--- src/rtl/mem_arbiter.sv ---
// mem_arbiter: two-requester (ICache / DCache) cache-line arbiter in front of a
// single memory port. One transaction is in flight at a time:
// IDLE -> CMD -> WDATA/RDATA -> IDLE.
//
// Optional feature macro: MEM_ARBITER_RR_EN
//   defined   : when both caches request together, the one not granted most
//               recently wins. A one-bit pointer flips on every grant.
//   undefined : DCache always wins a tie. No pointer register exists.
//
// Ports
//   clk, reset_n                 clock, asynchronous active-low reset
//   ic_req_*                     ICache line-fill request (read only)
//   ic_resp_valid                read beat strobe for ICache
//   dc_req_*                     DCache request (rnw: 1 = fill, 0 = writeback)
//   dc_wdata_*                   DCache writeback beat stream
//   dc_resp_valid                read beat strobe for DCache
//   resp_data                    read beat data, shared by both caches
//   mem_req_*                    memory command channel
//   mem_wdata_*                  memory write beat channel
//   mem_resp_valid/data          memory read beat channel
module mem_arbiter #(
    parameter int DATA_W = 128,
    parameter int BEATS  = 4
) (
    input  logic              clk,
    input  logic              reset_n,
    input  logic              ic_req_valid,
    output logic              ic_req_ready,
    input  logic [27:0]       ic_req_addr,
    output logic              ic_resp_valid,
    input  logic              dc_req_valid,
    output logic              dc_req_ready,
    input  logic              dc_req_rnw,
    input  logic [27:0]       dc_req_addr,
    input  logic              dc_wdata_valid,
    output logic              dc_wdata_ready,
    input  logic [DATA_W-1:0] dc_wdata,
    output logic              dc_resp_valid,
    output logic [DATA_W-1:0] resp_data,
    output logic              mem_req_valid,
    input  logic              mem_req_ready,
    output logic              mem_req_rnw,
    output logic [27:0]       mem_req_addr,
    output logic              mem_wdata_valid,
    input  logic              mem_wdata_ready,
    output logic [DATA_W-1:0] mem_wdata,
    input  logic              mem_resp_valid,
    input  logic [DATA_W-1:0] mem_resp_data
);
    localparam int CNT_W = $clog2(BEATS);
    localparam logic [CNT_W-1:0] LAST_BEAT = CNT_W'(BEATS - 1);

    typedef enum logic [1:0] {IDLE, CMD, WDATA, RDATA} state_t;

    state_t           state_q, state_d;
    logic             owner_ic_q, owner_ic_d;
    logic [27:0]      addr_q, addr_d;
    logic             rnw_q, rnw_d;
    logic [CNT_W-1:0] beat_q, beat_d;
    logic             grant_ic, grant_dc;
    logic             idle_ok;

    // Readies are combinational. Gating them with reset_n keeps every
    // handshake output low while reset is held, even if requests are asserted.
    assign idle_ok = (state_q == IDLE) && reset_n;

`ifdef MEM_ARBITER_RR_EN
    // prio_ic_q = 1 means ICache wins the next tie.
    logic prio_ic_q, prio_ic_d;

    always_comb begin
        grant_ic  = ic_req_valid && (!dc_req_valid || prio_ic_q);
        grant_dc  = dc_req_valid && (!ic_req_valid || !prio_ic_q);
        prio_ic_d = prio_ic_q;
        if (idle_ok && (grant_ic || grant_dc))
            prio_ic_d = grant_dc;
    end

    always_ff @(posedge clk or negedge reset_n) begin
        if (!reset_n) prio_ic_q <= 1'b0;
        else          prio_ic_q <= prio_ic_d;
    end
`else
    always_comb begin
        grant_dc = dc_req_valid;
        grant_ic = ic_req_valid && !dc_req_valid;
    end
`endif

    always_comb begin
        state_d         = state_q;
        owner_ic_d      = owner_ic_q;
        addr_d          = addr_q;
        rnw_d           = rnw_q;
        beat_d          = beat_q;
        ic_req_ready    = 1'b0;
        dc_req_ready    = 1'b0;
        ic_resp_valid   = 1'b0;
        dc_resp_valid   = 1'b0;
        resp_data       = '0;
        mem_req_valid   = 1'b0;
        mem_wdata_valid = 1'b0;
        dc_wdata_ready  = 1'b0;
        mem_wdata       = '0;

        case (state_q)
            IDLE: begin
                ic_req_ready = idle_ok && grant_ic;
                dc_req_ready = idle_ok && grant_dc;
                if (idle_ok && (grant_ic || grant_dc)) begin
                    owner_ic_d = grant_ic;
                    addr_d     = grant_ic ? ic_req_addr : dc_req_addr;
                    rnw_d      = grant_ic ? 1'b1 : dc_req_rnw;
                    state_d    = CMD;
                end
            end
            CMD: begin
                mem_req_valid = 1'b1;
                if (mem_req_ready) begin
                    beat_d  = '0;
                    state_d = rnw_q ? RDATA : WDATA;
                end
            end
            WDATA: begin
                mem_wdata_valid = dc_wdata_valid;
                dc_wdata_ready  = mem_wdata_ready;
                mem_wdata       = dc_wdata;
                if (dc_wdata_valid && mem_wdata_ready) begin
                    beat_d = beat_q + 1'b1;
                    if (beat_q == LAST_BEAT) state_d = IDLE;
                end
            end
            RDATA: begin
                resp_data     = mem_resp_data;
                ic_resp_valid = owner_ic_q && mem_resp_valid;
                dc_resp_valid = !owner_ic_q && mem_resp_valid;
                if (mem_resp_valid) begin
                    beat_d = beat_q + 1'b1;
                    if (beat_q == LAST_BEAT) state_d = IDLE;
                end
            end
            default: state_d = IDLE;
        endcase
    end

    always_ff @(posedge clk or negedge reset_n) begin
        if (!reset_n) begin
            state_q    <= IDLE;
            owner_ic_q <= 1'b0;
            addr_q     <= '0;
            rnw_q      <= 1'b0;
            beat_q     <= '0;
        end else begin
            state_q    <= state_d;
            owner_ic_q <= owner_ic_d;
            addr_q     <= addr_d;
            rnw_q      <= rnw_d;
            beat_q     <= beat_d;
        end
    end

    assign mem_req_addr = addr_q;
    assign mem_req_rnw  = rnw_q;

endmodule

--- config.mk ---
export PLATFORM = sky130hd
export DESIGN_NAME = mem_arbiter
export DESIGN_NICKNAME = d
export VERILOG_FILES = /design/src/rtl/mem_arbiter.sv
export SDC_FILE = /design/constraint.sdc
export NUM_CORES = 1
export LEC_CHECK = 0
export CAP_MARGIN = 20
export CORE_AREA = 2 2 239 241
export DETAILED_ROUTE_END_ITERATION = 8
export DIE_AREA = 0 0 241 243
export HOLD_SLACK_MARGIN = 0.06
export PLACE_DENSITY_LB_ADDON = 0.25
export SLEW_MARGIN = 5
export SYNTH_ARGS = -nofsm -noshare
export SYNTH_HDL_FRONTEND = slang
export SYNTH_SLANG_ARGS = --single-unit
--- constraint.sdc ---
create_clock -name clk -period 1.7 [get_ports clk]
set_input_delay 0.255 -clock clk [delete_from_list [all_inputs] [get_ports clk]]
set_output_delay 0.255 -clock clk [all_outputs]
set_load 0.02 [all_outputs]
==> summary.md, run 1 <==
| Metric | Value |
|---|---|
| Initial antenna violation count | `13` |
| Gr usage total | `10.6%` |
| Worst Max-Slew Pin Slew | `about 500 ps` |
| Count leader, synth | `and2_1` |
| Failing checks | `setup timing` |
| DRC violations left | `0` |
| WP data required | `1440 ps` |
| DR iter-0 viols | `186` |
| Placer congestion estimate | `0.881` |
| Max_cap viols | `0` |
| TNS Setup | `-38400 ps` |
| Distinct cells, synth | `29` |
| M2 GR Usage | `20.0%` |
| Post-synth EDFFs | `0` |
| RSZ-0062 raised after global routing | `yes` |
| Die Wd | `241 µm` |
| Slew headroom | `66.6%` |
| GR Util met3 | `3.66%` |
| Worst setup margin | `-245 ps` |
| First-pass GRT wire length | `44900 µm` |
| Reg clk slew, reported paths | `approximately 70 ps` |
| FFs w/ async S/R, synth | `100%` |
| Number of CTS-inserted buffers | `5` |
| CP Launch Type | `register` |
| Via count | `6136` |
| Synth top cells by count | `133 x and2_1, 129 x and3_1, 61 x a21oi_1, 35 x clkbuf_1, 34 x dfrtp_1` |
| Met1 Resource Use GR | `11.6%` |
| TritonCTS Sinks | `34` |
| Post-synthesis sequential area ratio | `about 24%` |
| Max Slew Vio Count | `0` |
| Top-level I/O count | `slightly above 600` |
| Layout cells sized above 1 | `39.1%` |
| Yosys warning total | `0` |
| Synth top area cells | `dfrtp_1 24%, and2_1 24%, and3_1 23%, a21oi_1 8.6%, mux2i_1 7.9%` |
| HPWL Detailed | `28500 µm` |
| Area delta synth->final | `233%` |
| Final clock period utilization by the worst path | `114%` |
| Vias in the first global route | `5988` |
| Mapped Nets | `a little under 800` |
| Main synth FF type | `dfrtp_1` |
| Tmin final | `1950 ps` |
| CTS Buffer Depth | `2` |
| Port bufs | `612` |
| Seq cells post-synth | `34` |
| Post-Syn Area per Cell | `7.47 µm²` |
| Vias per cell | `3.27` |
| Outcome | `finished, violations left` |
| Clock skew | `between 10 and 15 ps` |
| Grt peak-use layer | `met2` |
| Setup violators final | `around 270` |
| Gate power share | `84.8%` |
| Min-delay worst type | `in2async` |
| Sequential share of power | `roughly 8.4%` |
| Post-synthesis cell count | `roughly 470` |
| Top cell type's share of synthesized area | `24.1%` |
| Initial DRT Pass Iterations | `4` |
| H-tree levels | `2` |
| Nets | `1442` |
| Pint | `9.91 mW` |
| Die area | `0.0586 mm²` |
| Maximum number of pins on one net before global-route repair | `41` |
| Post-route ant nets | `0` |
| CTS tree | `done` |
| Starting Density | `between 6 and 7%` |
| Peak supply drop | `0.492 mV` |
| Clk root buf | `clkbuf_16` |
| Cell taking the most area after synthesis | `dfrtp_1` |
| Placeable core area | `roughly 0.056 mm²` |
| CP arrival | `1690 ps` |
| CTS Hold Bufs | `0` |
| Achievable frequency | `0.514 GHz` |
| Worst-Skew Late Latency | `290 ps` |
| Leak Pwr | `5.57 nW` |
| Routed WL | `35500 µm` |
| Power per cell area | `1540 mW/mm²` |
| CP endpoint kind | `primary output` |
| Die H | `243 µm` |
| CP Class | `reg2out` |
| Core Util, Final | `21.0%` |
| Critical Path Fanout Max | `11` |
| WL per Instance | `18.9 µm` |
| Clock share of power | `6.8%` |
| Global route overflow | `0` |
| Final Hold Fails | `0` |
| # rows | `between 80 and 90` |
| Mapped Area | `0.00353 mm²` |
| Switching part of the total power | `45.2%` |
| NetSw | `between 8 and 9 mW` |
[through the flow]
step                cell area [µm²]  hold slack (ps)  setup slack (ps)  power (mW)  cells
floorplan                      3530            -40.6               215        7.34    473
global placement              10900              408              -322        14.9   1825
detailed placement            10900              409              -337        14.9   1825
CTS                           10900             87.4              -277        16.3   1846
global route                  11800              106              -306        19.2   1877
finish                        11800             57.5              -245        18.1   1879
[layer usage]
| metal | up-vias | wire [µm] | part of all wire (%) |
|---|---|---|---|
| li1 | 2929 | - | - |
| met1 | 2851 | 13500 | 38 |
| met2 | 300 | 18100 | 51 |
| met3 | 36 | 3380 | 9.5 |
| met4 | 20 | 431 | 1.2 |
| met5 | - | 108 | 0.30 |
[flip-flops by register name, summed over array words and instances, names as in the netlist]
signal        cells
state_q           2
owner_ic_q        1
beat_q            2
mem_req_rnw       1
mem_req_addr     28
[layout by cell type (no fill, tap or decap), types with 4 or more instances in the layout]
master	instances
and3_1	118
a21oi_1	60
buf_4	71
clkbuf_16	14
and2_1	69
buf_6	131
buf_12	37
and3_4	11
and2_4	64
buf_2	86
buf_8	7
clkdlybuf4s50_1	348
mux2i_1	28
dfrtp_1	32
nand3_1	4
[kinds of logic (layout without fill, tap and decap cells)]
kind of cell,after synthesis,after routing,synth area share (%)
AOI/OAI and AO/OA,71,71,10.7
DFF,34,34,24.1
and+or+nand+nor,280,280,49.2
muxes,28,28,7.93
buffers and inverters,59,707,7.65
adders and majority gates,1,1,0.354
other,0,2,0
[final cells by class]
class / count / area (µm²)
sequential: 34 / 858
timing repair buffer: 697 / 7110
inverter: 2 / 10.0
clock inverter: 3 / 68.8
tap: 756 / 946
antenna: 2 / 5.00
clock buffer: 5 / 125
fill: 6279 / 44200
multi-input combinational: 380 / 2650
[timing repair]
item	CTS	global route
cloned	2	13
pin swaps	9	13
gates resized for setup	879	306
setup buffers	11	20
setup endpoints to repair	289	293
[path summary, 6_finish.rpt]
path / end / slack [ps] / from / cells after the start
setup / recovery: mem_wdata[58] / -250 / state_q[0] / 6
hold / removal: state_q[1] / 60 / reset_n / 2
setup reg to reg: mem_req_rnw / -40 / state_q[0] / 7
hold reg to reg: mem_req_addr[24] / 530 / mem_req_addr[24] / 2
max in group asynchronous: state_q[0] / 1270 / reset_n / 2
min in group clk: mem_req_rnw / 500 / dc_req_rnw / 3
[power groups by stage]
| stage | sequential [mW] | combinational [mW] | clock [mW] |
|---|---|---|---|
| after CTS | 1.53 | 13.5 | 1.28 |
| after detailed placement | 1.54 | 13.3 | 0 |
| final | 1.53 | 15.3 | 1.23 |
| after global routing | 1.60 | 16.2 | 1.33 |
| after global placement | 1.54 | 13.4 | 0 |
| after floorplan | 1.87 | 5.47 | 0 |
[critical path, stage by stage (launching register included)]
cell	delay [ps]
dfrtp_4	510
nor2_4	200
buf_12	170
buf_12	120
buf_12	130
and2_4	140
buf_6	110
Power figures use the tool's default switching activity.
==> run 2, diff against run 1 <==
clock period = 1.9 ns   (was 1.7 ns; I/O delays follow)
==> run 2 against run 1 <==
The run still ends with setup timing left. Register-to-register slack better by 160 ps. Die area unchanged. Design area down 9.1%. Clock skew down 4.7 ps. Sequential power down 9.8%. Critical path depth unchanged. Combinational power down 24%. Non-clock buffer count down 36. Routed wire length down 4.6%. Sequential share of layout area up 0.73 points. Clock power down 11%. Largest cell class unchanged.
==> summary.md, run 2 (synthesis results as in run 1) <==
| Metric | Value |
|---|---|
| Outcome | `finished, violations left` |
| Failing checks | `setup timing` |
| Reg-to-reg setup timing slack | `120 ps (+160 ps)` |
| Via count | `5934 (-3.3%)` |
| Max FFs per register | `28 (unchanged)` |
| First-pass GRT wire length | `44700 µm (-0.51%)` |
| Clk root buf | `clkbuf_16` |
| Vias per cell | `3.22 (-1.5%)` |
| Power per cell area | `1320 mW/mm² (-14%)` |
| DRC violations left | `0 (unchanged)` |
| Pint | `7.29 mW (-26%)` |
| Switching part of the total power | `48.4% (+3.2 points)` |
| Final Hold Fails | `0 (unchanged)` |
| Worst Path Buf+Inv | `4 (unchanged)` |
| Max_cap viols | `0 (unchanged)` |
| CP most frequent cell | `buf_4` |
| Leak Pwr | `5.13 nW (-7.9%)` |
| Tmin final | `1960 ps` |
| Gr usage total | `10.5% (-0.10 points)` |
| Starting Density | `6.31% (unchanged)` |
| HPWL Detailed | `28400 µm (-0.45%)` |
| RR Startpoint | `state_q[1]` |
| Crit-path slowest cell | `dfrtp_4` |
| Placeable core area | `0.0560 mm² (unchanged)` |
| WP data required | `1620 ps (+180 ps)` |
| Critical Path Source | `state_q[1]` |
| Routed WL | `33900 µm (-4.6%)` |
| CTS tree | `done` |
| Slowest stage delay, CP | `520 ps (about the same)` |
| Commonest cells after routing, fill and taps aside | `348 x clkdlybuf4s50_1, 127 x and3_1, 104 x and2_1` |
| Worst-Skew Late Latency | `290 ps (about the same)` |
| Clock share of power | `7.8% (+1.0 points)` |
| RSZ-0062 raised after global routing | `yes` |
| CP cell instances | `buf_4, buf_8, and2_1, buf_4, and3_4, buf_6` |
| Global route overflow | `0 (unchanged)` |
| Gate power share | `82.5% (-2.3 points)` |
| Reg2Reg Depth | `7 (unchanged)` |
| Critical Path Fanout Max | `5 (-6)` |
| Layout cells sized above 1 | `32.5% (-6.5 points)` |
| Reg clk slew, reported paths | `60 ps (about the same)` |
| Clock skew | `8.71 ps (-4.71 ps)` |
| Initial DRT Pass Iterations | `4 (unchanged)` |
| Die Wd | `241 µm (unchanged)` |
| Placer congestion estimate | `0.885 (+0.40%)` |
| Achievable frequency | `0.511 GHz` |
| CP Launch Type | `register` |
| Setup violators final | `1 (-99.6%)` |
| # rows | `87 (unchanged)` |
| H-tree levels | `2 (unchanged)` |
| Post-placement cell count | `1819 (-0.33%)` |
| Crit path max-delay family | `buffers and inverters` |
| Min-delay worst type | `in2async` |
| Peak supply drop | `0.447 mV (-9.2%)` |
| Slew headroom | `66.0% (-0.65 points)` |
| Maximum number of pins on one net before global-route repair | `40 (-2.4%)` |
| Die H | `243 µm (unchanged)` |
| Max Slew Vio Count | `0 (unchanged)` |
| Die area | `0.0586 mm² (unchanged)` |
| Initial antenna violation count | `13 (unchanged)` |
| Final Non-Filler Cells | `1844 (-1.9%)` |
| Final clock period utilization by the worst path | `103%` |
| CP Class | `reg2out` |
| Sequential share of power | `9.7% (+1.3 points)` |
| Worst Max-Slew Pin Slew | `510 ps (+9.69 ps)` |
| DR iter-0 viols | `140 (-25%)` |
| Vias in the first global route | `6094 (+1.8%)` |
| Worst path depth | `6 (unchanged)` |
| WL per Instance | `18.4 µm (-2.8%)` |
| Nets | `1406 (-2.5%)` |
| Top-level I/O count | `613 (unchanged)` |
| WHS | `119 ps (+61.9 ps)` |
| TritonCTS Sinks | `34 (unchanged)` |
| Area delta synth->final | `203%` |
| NetSw | `6.84 mW (-16%)` |
| CP arrival | `1670 ps (-20 ps)` |
| CTS Buffer Depth | `2 (unchanged)` |
| CP endpoint kind | `primary output` |
| Commonest non-fill, non-tap cell in the layout | `clkdlybuf4s50_1` |
| Post-route ant nets | `0 (unchanged)` |
| Worst setup margin | `-56.4 ps (+189 ps)` |
| Number of CTS-inserted buffers | `5 (unchanged)` |
| Port bufs | `612 (unchanged)` |
[run 2: layout make-up]
type	count	area (µm²)
Tap cell	756	946
Clock inverter	3	68.8
Inverter	2	10.0
Sequential cell	34	858
Timing Repair Buffer	661	6180
Multi-Input combinational cell	380	2510
Clock buffer	5	125
Fill cell	6390	45200
Antenna cell	3	7.51
[run 2: worst paths after layout]
| check | to |
|---|---|
| setup / recovery | ic_resp_valid |
| hold / removal | state_q[1] |
| setup reg to reg | mem_req_addr[2] |
| hold reg to reg | mem_req_addr[0] |
| max in group asynchronous | state_q[0] |
| min in group clk | mem_req_addr[0] |
[run 2: stage by stage]
stage | total power [mW] | setup WS [ps] | instance area, µm² | TNS, ps | util (%)
after floorplan | 6.57 | 385 | 3530 | 0 | -
after global placement | 13.3 | -162 | 10800 | -17840 | 19.4
after detailed placement | 13.2 | -165 | 10800 | -18490 | 19.4
after CTS | 13.9 | -147 | 11000 | -18520 | 19.7
after global routing | 15.1 | -120 | 10700 | -3550 | 19.1
final | 14.1 | -56.4 | 10700 | -56.4 | 19.1
[run 2: power groups by stage]
stage / logic [mW] / registers, mW / clock network, mW
2_1_floorplan: 4.90 / 1.67 / 0
3_3_place_gp: 11.9 / 1.38 / 0
3_5_place_dp: 11.9 / 1.38 / 0
4_1_cts: 11.4 / 1.38 / 1.14
5_1_grt: 12.5 / 1.44 / 1.18
6_report: 11.7 / 1.38 / 1.10
[run 2: repair_timing]
item | 4_1_cts | 5_1_grt
pin swaps | 6 | 1
resized for setup | 529 | 374
setup endpoints to repair | 239 | 230
gates cloned | 0 | 4
buffers inserted | 1 | 9
hold buffers | 0 | 0
[run 2: layer usage]
layer	GRT usage (%)	part of all wire (%)	vias up
met3	3.51	9.1	36
met4	2.21	1.7	20
li1	-	-	2846
met5	0	0.37	-
met2	19.4	51	293
met1	11.6	38	2739
[run 2: worst register-to-register path, stage by stage (launching register included)]
cell and delay [ps]:
dfrtp_4 520, buf_4 160, nor3b_4 190, buf_6 140, buf_4 140, and2_1 150
buf_4 230, a21oi_1 120
==> run 3, diff against run 2 <==
==> constraint.sdc (replaced) <==
create_clock -name clk -period 1.9 [get_ports clk]
set_input_delay 0.38 -clock clk [delete_from_list [all_inputs] [get_ports clk]]
set_output_delay 0.38 -clock clk [all_outputs]
set_load 0.02 [all_outputs]
==> run 3 against run 2 <==
The run still ends with setup timing left. Non-clock buffer count fell by 4. First-iteration DRC count rose by 19%. Critical path depth rose by 2. Critical path type unchanged. Via count fell by 0.76%. Design area rose by 1.7%. Total power fell by 2.4%.
==> summary.md, run 3 (synthesis results as in run 1) <==
| Metric | Value |
|---|---|
| Slew headroom | `65.8% (-0.20 points)` |
| Reg-to-reg setup timing slack | `50 ps (-70 ps)` |
| Register area | `858 µm² (unchanged)` |
| Final Non-Filler Cells | `1840 (-0.22%)` |
| First-pass GRT wire length | `43300 µm (-3.0%)` |
| DRC violations left | `0 (unchanged)` |
| CTS Buffer Depth | `2 (unchanged)` |
| Die Wd | `241 µm (unchanged)` |
| Failing checks | `setup timing` |
| Worst setup margin | `-210 ps (-153 ps)` |
| Maximum number of pins on one net before global-route repair | `60 (+50%)` |
| Final clock period utilization by the worst path | `111% (+8.1 points)` |
| Power per cell area | `1270 mW/mm² (-4.1%)` |
| Vias per cell | `3.20 (-0.54%)` |
| Max_cap viols | `0 (unchanged)` |
| DR iter-0 viols | `166 (+19%)` |
| Clk root buf | `clkbuf_16` |
| Tmin final | `2110 ps (+153 ps)` |
| Layout cells sized above 1 | `24.2% (-8.3 points)` |
| Fill count | `6371 (-0.30%)` |
| # rows | `87 (unchanged)` |
| WP data required | `1520 ps (-100 ps)` |
| Peak supply drop | `0.371 mV (-17%)` |
| Worst-Skew Late Latency | `280 ps (about the same)` |
| Placer congestion estimate | `0.857 (-3.2%)` |
| Global route overflow | `0 (unchanged)` |
| Port bufs | `612 (unchanged)` |
| Nets | `1402 (-0.28%)` |
| Achievable frequency | `0.474 GHz (-7.3%)` |
| CP Class | `reg2out` |
| CP arrival | `1730 ps (+60 ps)` |
| Die area | `0.0586 mm² (unchanged)` |
| Max FFs per register | `28 (unchanged)` |
| Starting Density | `6.31% (unchanged)` |
| Number of CTS-inserted buffers | `5 (unchanged)` |
| Via count | `5889 (-0.76%)` |
| Commonest cells after routing, fill and taps aside | `348 x clkdlybuf4s50_1, 129 x and3_1, 113 x and2_1` |
| RSZ-0062 raised after global routing | `yes` |
| Top-level I/O count | `613 (unchanged)` |
| TritonCTS Sinks | `34 (unchanged)` |
| Post-route ant nets | `0 (unchanged)` |
| CP Launch Type | `register` |
| Commonest non-fill, non-tap cell in the layout | `clkdlybuf4s50_1` |
| WHS | `190 ps (+70.4 ps)` |
| Setup violators final | `234 (+233)` |
| Critical Path Fanout Max | `6 (+1)` |
| Die H | `243 µm (unchanged)` |
| Post-placement cell count | `1824 (+0.27%)` |
| HPWL Detailed | `27600 µm (-2.7%)` |
| Initial antenna violation count | `8 (-5)` |
| Leak Pwr | `5.25 nW (+2.4%)` |
| Final Hold Fails | `0 (unchanged)` |
| Max Slew Vio Count | `0 (unchanged)` |
| Worst Max-Slew Pin Slew | `513 ps (+2.98 ps)` |
| Core Util, Final | `19.5% (+0.33 points)` |
| Gr usage total | `10.2% (-0.31 points)` |
| Reg clk slew, reported paths | `60 ps (about the same)` |
| Routed WL | `32900 µm (-2.9%)` |
| Vias in the first global route | `5913 (-3.0%)` |
| CP endpoint kind | `primary output` |
| WL per Instance | `17.9 µm (-2.6%)` |
| RR Startpoint | `state_q[1]` |
| Placeable core area | `0.0560 mm² (unchanged)` |
| Critical Path Source | `state_q[1]` |
| Clock skew | `7.21 ps (-1.50 ps)` |
| Min-delay worst type | `in2async` |
| Area delta synth->final | `208%` |
| Outcome | `finished, violations left` |
| H-tree levels | `2 (unchanged)` |
| Multi-input logic area | `0.00248 mm² (-1.3%)` |
| CTS Hold Bufs | `0 (unchanged)` |
| Initial DRT Pass Iterations | `4 (unchanged)` |
| CTS tree | `done` |
## run 3: changes by cell type in the layout (fill, tap and decap cells not counted), moves of 3 or more
| cell | previous run | this run |
|---|---|---|
| buf_12 | 29 | 32 |
| clkbuf_2 | 84 | 38 |
| dlygate4sd2_1 | 5 | 79 |
| buf_8 | 4 | 0 |
| buf_6 | 52 | 61 |
| buf_2 | 50 | 12 |
| and2_4 | 29 | 20 |
| and2_1 | 104 | 113 |
## run 3: area by class of cell
type | count | share of cell area [%]
well taps | 756 | 8.68
diodes | 3 | 0.0689
clock buffers | 7 | 1.31
multi-input cells | 380 | 22.7
inverters | 2 | 0.0919
clock inverters | 1 | 0.0459
flip-flops and latches | 34 | 7.88
repair buffers | 657 | 59.2
## run 3: repair_timing
action / 4_1_cts / 5_1_grt
setup buffers: 0 / 2
cloned: 0 / 3
pin swaps: 3 / 7
gates resized for setup: 518 / 213
endpoints found under the setup margin: 286 / 290
## run 3: worst paths after layout
kind	end	depth (start not counted)
setup / recovery	dc_wdata_ready	8
hold / removal	mem_req_addr[13]	2
setup reg to reg	mem_req_addr[2]	6
hold reg to reg	mem_req_addr[3]	2
max in group asynchronous	state_q[1]	2
min in group clk	mem_req_addr[3]	2
## run 3: critical path, stage by stage, from the launching register on
cell	delay, ps
dfrtp_4	500
inv_4	70
nor2_4	40
buf_12	130
buf_12	130
clkbuf_16	150
buf_6	120
and2_4	160
buf_12	130
## run 3: per-layer routing
| layer | GRT usage [%] | share of wire (%) | up-vias |
|---|---|---|---|
| li1 | - | - | 2842 |
| met2 | 18.6 | 50 | 297 |
| met4 | 2.69 | 2.2 | 10 |
| met3 | 3.47 | 9.7 | 29 |
| met5 | 0 | 0.19 | - |
| met1 | 11.2 | 37 | 2711 |
## run 3: where the power goes
part           internal (mW)  switching [mW]
Clock                  0.521           0.339
Sequential              1.10           0.247
Combinational           5.41            6.17
Total                   7.03            6.75
## run 3: per-stage QoR
stage               setup WS [ps]  instance area, µm²  TNS (ps)  power (mW)
CTS                          -215               10900    -39120        13.6
floorplan                     290                3530         0        6.57
detailed placement           -310               10900    -34640        13.2
global placement             -348               10900    -34970        13.3
finish                       -210               10900    -24830        13.8
global route                 -276               10900    -43330        14.7
